--- config.mk ---
export PLATFORM = sky130hd
export DESIGN_NAME = ara_eoc_monitor
export DESIGN_NICKNAME = d
export VERILOG_FILES = /design/src/rtl/ara_eoc_pkg.sv /design/src/rtl/ara_eoc_channel.sv /design/src/rtl/ara_eoc_monitor.sv
export SDC_FILE = /design/constraint.sdc
export NUM_CORES = 1
export LEC_CHECK = 0
export ABC_AREA = 1
export BUFFER_PORTS_ARGS = -buffer_cell sky130_fd_sc_hd__buf_2
export CAP_MARGIN = 40
export CELL_PAD_IN_SITES_DETAIL_PLACEMENT = 1
export CELL_PAD_IN_SITES_GLOBAL_PLACEMENT = 2
export CORE_MARGIN = 2
export CORE_UTILIZATION = 28
export DETAILED_ROUTE_END_ITERATION = 10
export GPL_TIMING_DRIVEN = 1
export PLACE_DENSITY = 0.78
export SLEW_MARGIN = 20
export SYNTH_ARGS = -nofsm -noshare
export SYNTH_HDL_FRONTEND = slang
export SYNTH_SLANG_ARGS = --single-unit
--- constraint.sdc ---
create_clock -name clk_i -period 2.25 [get_ports clk_i]
set_clock_uncertainty 0.2 [all_clocks]
set_input_delay 0.45 -clock clk_i [delete_from_list [all_inputs] [get_ports clk_i]]
set_output_delay 0.45 -clock clk_i [all_outputs]
set_load 0.03 [all_outputs]
--- src/rtl/ara_eoc_pkg.sv ---
// Shared types and constants for the end-of-computation monitor.
package ara_eoc_pkg;

  // Width of the RUN cycle counter
  localparam int unsigned CountWidth = 64;

  // Run-control FSM states
  typedef enum logic [1:0] {
    StIdle    = 2'd0,
    StRun     = 2'd1,
    StDone    = 2'd2,
    StTimeout = 2'd3
  } eoc_state_e;

  // Increment that sticks at all-ones instead of wrapping
  function automatic logic [CountWidth-1:0] sat_inc(input logic [CountWidth-1:0] v);
    return (&v) ? v : v + CountWidth'(1);
  endfunction

endpackage

--- src/rtl/ara_eoc_channel.sv ---
// One exit channel: captures the first valid exit word during a run and
// holds its code until the monitor is cleared.
module ara_eoc_channel #(
  parameter int unsigned ExitWidth = 64
) (
  input  logic                 clk_i,
  input  logic                 rst_ni,
  input  logic                 en_i,
  input  logic                 clr_i,
  input  logic [ExitWidth-1:0] exit_i,
  output logic                 capture_c_o,
  output logic                 valid_o,
  output logic [ExitWidth-2:0] code_o
);

  logic                 valid_q, valid_d;
  logic [ExitWidth-2:0] code_q, code_d;

  // Only the first valid word of a run is taken; later ones are ignored
  assign capture_c_o = en_i & exit_i[0] & ~valid_q;

  // Next-state for the sticky flag and code register
  always_comb begin
    valid_d = valid_q;
    code_d  = code_q;
    if (clr_i) begin
      valid_d = 1'b0;
      code_d  = '0;
    end else if (capture_c_o) begin
      valid_d = 1'b1;
      code_d  = exit_i[ExitWidth-1:1];
    end
  end

  // Capture registers
  always_ff @(posedge clk_i or negedge rst_ni) begin
    if (!rst_ni) begin
      valid_q <= 1'b0;
      code_q  <= '0;
    end else begin
      valid_q <= valid_d;
      code_q  <= code_d;
    end
  end

  assign valid_o = valid_q;
  assign code_o  = code_q;

endmodule

--- src/rtl/ara_eoc_monitor.sv ---
// End-of-computation monitor: watches per-channel exit (tohost) words
// during a run and reports pass/fail/timeout plus the run length.
module ara_eoc_monitor
  import ara_eoc_pkg::*;
#(
  parameter int unsigned NrChannels    = 1,
  parameter int unsigned ExitWidth     = 64,
  parameter logic [31:0] TimeoutCycles = 32'd0,
  parameter bit          EarlyAbort    = 1'b0,
  localparam int unsigned ChanWidth    = (NrChannels > 1) ? $clog2(NrChannels) : 1,
  localparam int unsigned CodeWidth    = ExitWidth - 1
) (
  input  logic                                 clk_i,
  input  logic                                 rst_ni,
  input  logic                                 start_i,
  input  logic                                 clear_i,
  input  logic [NrChannels-1:0][ExitWidth-1:0] exit_i,
  output logic [NrChannels-1:0]                exited_mask_o,
  output logic                                 done_o,
  output logic                                 pass_o,
  output logic                                 timeout_o,
  output logic [CodeWidth-1:0]                 fail_code_o,
  output logic [ChanWidth-1:0]                 fail_channel_o,
  output logic [CountWidth-1:0]                cycle_count_o
);

  eoc_state_e            state_q, state_d;
  logic [CountWidth-1:0] count_q, count_d;
  logic                  done_q, done_d;
  logic                  pass_q, pass_d;
  logic                  timeout_q, timeout_d;
  logic [CodeWidth-1:0]  fail_code_q, fail_code_d;
  logic [ChanWidth-1:0]  fail_chan_q, fail_chan_d;

  logic                                 run_c;
  logic                                 clr_c;
  logic [NrChannels-1:0]                capture_c;
  logic [NrChannels-1:0]                mask_q;
  logic [NrChannels-1:0][CodeWidth-1:0] code_q;
  logic [NrChannels-1:0]                mask_post_c;
  logic [NrChannels-1:0][CodeWidth-1:0] code_post_c;
  logic                                 nz_new_c;
  logic                                 nz_any_c;
  logic [ChanWidth-1:0]                 first_chan_c;
  logic [CodeWidth-1:0]                 first_code_c;

  for (genvar c = 0; c < NrChannels; c++) begin : g_chan
    ara_eoc_channel #(
      .ExitWidth (ExitWidth)
    ) u_chan (
      .clk_i       (clk_i),
      .rst_ni      (rst_ni),
      .en_i        (run_c),
      .clr_i       (clr_c),
      .exit_i      (exit_i[c]),
      .capture_c_o (capture_c[c]),
      .valid_o     (mask_q[c]),
      .code_o      (code_q[c])
    );
  end

  // View of mask and codes as they will be after the current edge
  always_comb begin
    mask_post_c = mask_q | capture_c;
    code_post_c = code_q;
    for (int i = 0; i < int'(NrChannels); i++) begin
      if (capture_c[i]) code_post_c[i] = exit_i[i][ExitWidth-1:1];
    end
  end

  // Lowest-indexed failing channel; scanning downwards lets the lowest win
  always_comb begin
    nz_new_c     = 1'b0;
    nz_any_c     = 1'b0;
    first_chan_c = '0;
    first_code_c = '0;
    for (int i = int'(NrChannels) - 1; i >= 0; i--) begin
      if (mask_post_c[i] && (code_post_c[i] != '0)) begin
        nz_any_c     = 1'b1;
        first_chan_c = ChanWidth'(i);
        first_code_c = code_post_c[i];
        if (capture_c[i]) nz_new_c = 1'b1;
      end
    end
  end

  // Run-control FSM: next state, counter and status
  always_comb begin
    state_d     = state_q;
    count_d     = count_q;
    done_d      = done_q;
    pass_d      = pass_q;
    timeout_d   = timeout_q;
    fail_code_d = fail_code_q;
    fail_chan_d = fail_chan_q;
    run_c       = 1'b0;
    clr_c       = 1'b0;
    case (state_q)
      StIdle: begin
        if (start_i) state_d = StRun;
      end
      StRun: begin
        run_c   = 1'b1;
        count_d = sat_inc(count_q);
        // Completion is checked first so an exit on the timeout edge wins
        if ((&mask_post_c) || (EarlyAbort && nz_new_c)) begin
          state_d = StDone;
          done_d  = 1'b1;
          pass_d  = ~nz_any_c;
          if (nz_any_c) begin
            fail_code_d = first_code_c;
            fail_chan_d = first_chan_c;
          end
        end else if ((TimeoutCycles != 32'd0) &&
                     (count_d == CountWidth'(TimeoutCycles))) begin
          state_d   = StTimeout;
          done_d    = 1'b1;
          timeout_d = 1'b1;
          pass_d    = 1'b0;
        end
      end
      StDone, StTimeout: begin
        if (clear_i) begin
          state_d     = StIdle;
          clr_c       = 1'b1;
          count_d     = '0;
          done_d      = 1'b0;
          pass_d      = 1'b0;
          timeout_d   = 1'b0;
          fail_code_d = '0;
          fail_chan_d = '0;
        end
      end
      default: begin
        state_d = StIdle;
      end
    endcase
  end

  // State and status registers
  always_ff @(posedge clk_i or negedge rst_ni) begin
    if (!rst_ni) begin
      state_q     <= StIdle;
      count_q     <= '0;
      done_q      <= 1'b0;
      pass_q      <= 1'b0;
      timeout_q   <= 1'b0;
      fail_code_q <= '0;
      fail_chan_q <= '0;
    end else begin
      state_q     <= state_d;
      count_q     <= count_d;
      done_q      <= done_d;
      pass_q      <= pass_d;
      timeout_q   <= timeout_d;
      fail_code_q <= fail_code_d;
      fail_chan_q <= fail_chan_d;
    end
  end

  assign exited_mask_o  = mask_q;
  assign done_o         = done_q;
  assign pass_o         = pass_q;
  assign timeout_o      = timeout_q;
  assign fail_code_o    = fail_code_q;
  assign fail_channel_o = fail_chan_q;
  assign cycle_count_o  = count_q;

endmodule

; After elaboration in Yosys (flattened, before gate mapping)
; Cells that the tools add are included.
; Widths: inputs -> output; s select.
[classes]
addsub = 1
eq_ne = 8
mux = 28
bitwise_logic = 5
reduce_logical = 11
[op_table]
columns = operator, n
row1 = $mux 63, 6
row2 = $mux 64, 2
row3 = $pmux 64 s2, 1
row4 = $pmux 63 s2, 1
row5 = $add 64x1->64 const B, 1
row6 = $reduce_and 64->1, 1
row7 = $reduce_bool 63->1, 1
row8 = $mux 1, 11
row9 = $ne 2x2->1 const B, 5
row10 = $reduce_and 3->1, 3
row11 = $mux 2, 3
row12 = $pmux 1 s2, 3
row13 = $pmux 2 s3, 1
row14 = $eq 2x2->1 const B, 2
row15 = $reduce_and 4->1, 1
row16 = $reduce_bool 2->1, 2
row17 = $and 1x1->1, 2
row18 = $eq 2x1->1 const B, 1
row19 = $logic_not 2->1, 1
row20 = $not 1->1, 2
row21 = $reduce_or 2->1, 1
row22 = $logic_and 1x1->1, 1
row23 = $or 1x1->1, 1
[totals]
register_bits = 196
inputBits = 68

; Longest topological paths before layout
[depth]
word_depth = 11
mapped_depth = 18
mapped_depth_nobuf = 15

; Hierarchy
; From an unflattened synthesis, not the netlist that was laid out.
[hier_totals]
hier_cells = 1577
hier_area_um2 = 11003.1
[by_module_without_submodules]
columns = mod, n_inst, cells_each, area_each_um2, seq_area_each_um2
row1 = ara_eoc_monitor, 1, 1293, 8295.5, 3278.1
row2 = ara_eoc_channel, 1, 284, 2707.6, 1601.5

; Worst setup path after synthesis
; OpenSTA, ideal clock, no wires.
[synth_path]
path_kind = register to register
startpoint = register count_q[0], in the netlist cycle_count_o[0]
endpoint = register count_q[40], in the netlist cycle_count_o[40]
setup_time_ps = 95
arrival_time_ps = 2271
t_required_ps = 1955
setup_slack_ps = -316
path_stages_with_launch = 12
synth_period_minus_slack_ps = 2566
cell_sequence = dfrtp_1 > ha_1 > inv_1 > nor4_2 > nand3_1 > nor3_1 > nand3_1 > nand2_1 > buf_2 > buf_2 > nand2_1 > o31ai_1
[synth_between]
elab_chain_len = 3
elab_cells_between_ends = 6
classes_between = add/sub (1) / eq/ne (1) / mux (2) / reduce/logical (2)
[synth_rtl]
columns = element, line_no
row1 = "start, declared", ara_eoc_monitor.sv:28  ; logic [CountWidth-1:0] count_q, count_d;
row2 = "start signal, assigned", ara_eoc_monitor.sv:152  ; count_q <= count_d;
row3 = $add 64x1->64 / $reduce_and 64->1 (equally long branches), ara_eoc_pkg.sv:17  ; return (&v) ? v : v + CountWidth'(1);
row4 = $mux 64 / $ne 2x2->1 (equally long branches), -
row5 = $pmux 64 s2 / $reduce_and 3->1 (equally long branches), -
; Several ways; a longest one is shown, not always the timed one. The select of a mux whose other input is x is not followed.
; A chain may end at the register's enable or synchronous reset.

; Worst setup path in the final report
[layout_path]
startpoint = register state_q[1]
endpoint = register fail_code_q[33], in the netlist fail_code_o[33]
[layout_between]
elab_chain_len = 11
elab_cells_between_ends = 21
classes_between = eq/ne (6) / mux (7) / bitwise (3) / reduce/logical (5)
[layout_rtl]
columns = element, line_no
row1 = "start, declared", ara_eoc_monitor.sv:27  ; eoc_state_e state_q, state_d;
row2 = "start signal, assigned", ara_eoc_monitor.sv:143  ; state_q <= StIdle;
row3 = "start signal, assigned", ara_eoc_monitor.sv:151  ; state_q <= state_d;
row4 = $eq 2x1->1, ara_eoc_monitor.sv:98  ; case (state_q)
row5 = $mux 1, ara_eoc_monitor.sv:98
row6 = $and 1x1->1 (2 in series), ara_eoc_channel.sv:20  ; assign capture_c_o = en_i & exit_i[0] & ~valid_q;
row7 = $mux 63, -
row8 = $reduce_bool 63->1, ara_eoc_monitor.sv:78  ; if (mask_post_c[i] && (code_post_c[i] != '0)) begin
row9 = $logic_and 1x1->1, ara_eoc_monitor.sv:78
row10 = $mux 63, ara_eoc_monitor.sv:78
row11 = $mux 63, ara_eoc_monitor.sv:110  ; if (nz_any_c) begin
row12 = $mux 63, ara_eoc_monitor.sv:106  ; if ((&mask_post_c) || (EarlyAbort && nz_new_c)) begin
row13 = $pmux 63 s2, ara_eoc_monitor.sv:98
row14 = "end signal, assigned", ara_eoc_monitor.sv:156  ; fail_code_q <= fail_code_d;
row15 = "end, declared", ara_eoc_monitor.sv:32  ; logic [CodeWidth-1:0] fail_code_q, fail_code_d;
; Several ways; a longest one is shown, not always the timed one. The select of a mux whose other input is x is not followed.

==> results.txt <==
Ys Warns: 0
Worst Path Max Fanout: 7
first-pass GRT wire length: 71860 µm
Main synth FF type: dfrtp_1
Setup crit start kind: register
number of synthesized flops with an enable pin: 0
Vias: 11890
dominant cells by area after synthesis: dfrtp_1 (48%), nand2_1 (19%), nand4_1 (5.0%), nor2_1 (4.5%), inv_1 (3.4%)
slew margin rel.: 60.68%
maxcap violations: 0
CTS tree: yes
Die H: 194.7 µm
HP Class: input pin to register
clock latency on the worst-skew pair: 0.47 ns
Place WS: -0.6446 ns
drt total wl: 48790 µm
Via density: 5.042
multi-input logic area: 5306 µm²
required time of the critical path: 2.46 ns
failing checks: setup timing
Rows: 69
Final min period: 3.014 ns
Reg area: 4890 µm²
run status: complete, but fails checks
Worst Min Path Start: start_i
mean area per synthesized cell: 7.528 µm²
Worst setup EP type: register
Num CTS Buffers: 17
GRT Total Usage: 24.92%
Worst R2R Path Depth: 21
Root Buffer: clkbuf_16
ys async rst share: 100.0%
HPWL Detailed: 32290 µm
number of global-route vias before repair: 12350
wire length per cell: 20.69 µm
I/O pin count: 200
Remaining DRCs: 0
fin nets: 1953
initial core utilization: 28.54%
GPL Wtd Cong: 0.9170
gr ovfl total: 0
register area share after synthesis: 47.95%
Synth Register Bits: 195
Filler cells: 4325
Antenna Cells: 0
antenna viol nets, final: 0
RSZ-0062 raised after global routing: true
Setup CP Type: register to register
most numerous cell in the Yosys netlist: nand2_1
total power: 0.02107 W
Final Cycle Share: 134.0%
Fin. Hold Viols: 0
fmax: 331.8 MHz
core area: 35660 µm²
pwr/cell area: 1284 nW/µm²
Die Wd: 194.7 µm
hold_ws: 0.03769 ns
Final Setup Violations: 128
H-tree depth: 4
Final TNS setup: -69.88 ns
Peak VDD IR: 0.0007410 V
clk sink count: 195
max-slew violation count: 0
IO Port Bufs: 197
Mapped Cells: 1352
layout cells sized above 1: 41.86%
initial antenna violation count: 1
CTS clk-pin slew, worst paths: 0.08 ns
worst setup margin: -0.7642 ns
clk buf depth: 2
die area: 37890 µm²
Critical Path AT: 3.22 ns
Hold Path Cell Cnt: 3
Area Growth Syn to Fin: 61.20%
Iter 0 DRT Violations: 646
Distinct cells, synth: 34
Pre-Repair DR Iteration Count: 5
pin count of the biggest net entering global routing: 56
Worst Max-Slew Pin Slew: 0.5897 ns
Synth top area share: 47.95%
commonest cells in the netlist: nand2_1 (508), dfrtp_1 (195), nor2_1 (123)
leakage power: 8.550 nW
post-synth top area cell: dfrtp_1
r2r startpoint: state_q[1]$_DFFE_PN0P_
synthesized area: 10180 µm²
critical path launch point: state_q[1]$_DFFE_PN0P_
## where the power goes
part / internal [W] / switching (W) / leakage, nW
Combinational: 0.00549 / 0.00708 / 5.66
Sequential: 0.00467 / 0.000780 / 2.64
Clock: 0.00155 / 0.00151 / 0.254
## per-stage QoR
step           utilization (%)  cells  area (µm²)
3_3_place_gp             39.47   2246       14070
4_1_cts                  44.35   2336       15810
2_1_floorplan                -   1353       10340
3_5_place_dp             39.47   2246       14070
6_report                 46.01   2358       16410
5_1_grt                  46.01   2358       16410
## final cells by class
class / count / area share, %
clock inverter: 10 / 0.6254
tap: 461 / 3.516
clock buffer: 22 / 2.707
multi-input combinational: 998 / 32.34
inverter: 95 / 2.219
sequential: 195 / 29.80
timing repair buffer: 577 / 28.78
## path summary, 6_finish.rpt
check | slack, ns | to
min in group asynchronous | 0.35 | cycle_count_o[30]$_DFFE_PN0P_
worst min-delay path | 0.04 | state_q[0]$_DFFE_PN0P_
worst min register to register | 0.27 | fail_code_o[56]$_DFFE_PN0P_
worst max register to register | -0.76 | fail_code_o[33]$_DFFE_PN0P_
max in group asynchronous | 0.81 | fail_code_o[19]$_DFFE_PN0P_
worst max-delay path | -0.76 | fail_code_o[33]$_DFFE_PN0P_
## worst max-delay path, cell delays in order (launching register included)
cell and delay, ns:
dfrtp_2 0.42, inv_2 0.07, nand4_1 0.17, buf_6 0.22, buf_6 0.14, clkbuf_16 0.17, nand2_4 0.07, nand2_2 0.05
nor2_1 0.11, nand2_1 0.07, nor2_2 0.13, nand2_1 0.09, nor2_2 0.15, nand2_1 0.10, nand2_2 0.10, buf_6 0.11
nand2_4 0.05, nand2_8 0.17, buf_12 0.13, buf_16 0.11, nand2_2 0.05, nand2_1 0.07
## sequential cells by signal, summed over array words and instances, names as in the netlist
signal,cells
cycle_count_o,64
fail_code_o,63
g_chan.u_chan.code_o,63
state_q,2
done_o,1
g_chan.u_chan.valid_o,1
pass_o,1
## cell families (layout without fill, tap and decap cells)
group,count (synthesis),in the layout,synth area share [%]
and+or+nand+nor,819,819,34.20
DFF,195,195,47.95
buffers and inverters,160,704,6.565
AOI/OAI and AO/OA,135,135,7.598
xor gates and xnor gates,41,41,3.528
adders and majority gates,1,1,0.1229
other,1,2,0.03685
## metal layers
| layer | global-route usage, % | routed length [µm] | vias up | share of wire, % |
|---|---|---|---|---|
| li1 | - | - | 5493 | - |
| met4 | 8.034 | 1277 | 2 | 2.6 |
| met2 | 40.71 | 23110 | 343 | 47 |
| met5 | 0 | 13 | - | 0.027 |
| met1 | 33.68 | 22020 | 5971 | 45 |
| met3 | 4.060 | 2367 | 81 | 4.9 |
## layout by cell type, fill, tap and decap left out, types with 2 or more instances in the layout
master / netlist / routed
a21oi_1: 52 / 51
buf_12: 0 / 31
buf_16: 0 / 11
buf_2: 21 / 196
buf_4: 11 / 303
buf_6: 0 / 19
buf_8: 0 / 7
clkbuf_1: 18 / 5
clkbuf_16: 0 / 25
clkinvlp_4: 0 / 4
conb_1: 1 / 2
dfrtp_1: 195 / 187
dfrtp_2: 0 / 8
inv_1: 93 / 91
inv_2: 2 / 2
inv_6: 0 / 4
nand2_1: 508 / 374
nand2_2: 1 / 101
nand2_4: 1 / 34
nand3_1: 49 / 49
nand3b_1: 4 / 4
nand4_1: 82 / 82
nor2_1: 123 / 101
nor2_2: 1 / 14
nor2_4: 1 / 10
nor3_1: 24 / 24
nor3b_1: 3 / 3
nor4_1: 13 / 13
o21ai_0: 30 / 12
o21ai_1: 15 / 27
o21ai_2: 0 / 6
o31ai_1: 36 / 33
o31ai_2: 0 / 3
or2_2: 5 / 5
xnor2_1: 9 / 9
xor2_1: 32 / 32
## repair_timing
item | 4_1_cts | 5_1_grt
hold buffers | 1 | 0
hold endpoints to repair | 48 | 0
cloned | 15 | 12
setup buffers | 43 | 15
resized for setup | 155 | 101
pin swaps | 40 | 52
endpoints found under the setup margin | 128 | 128
Power figures use the tool's default switching activity.
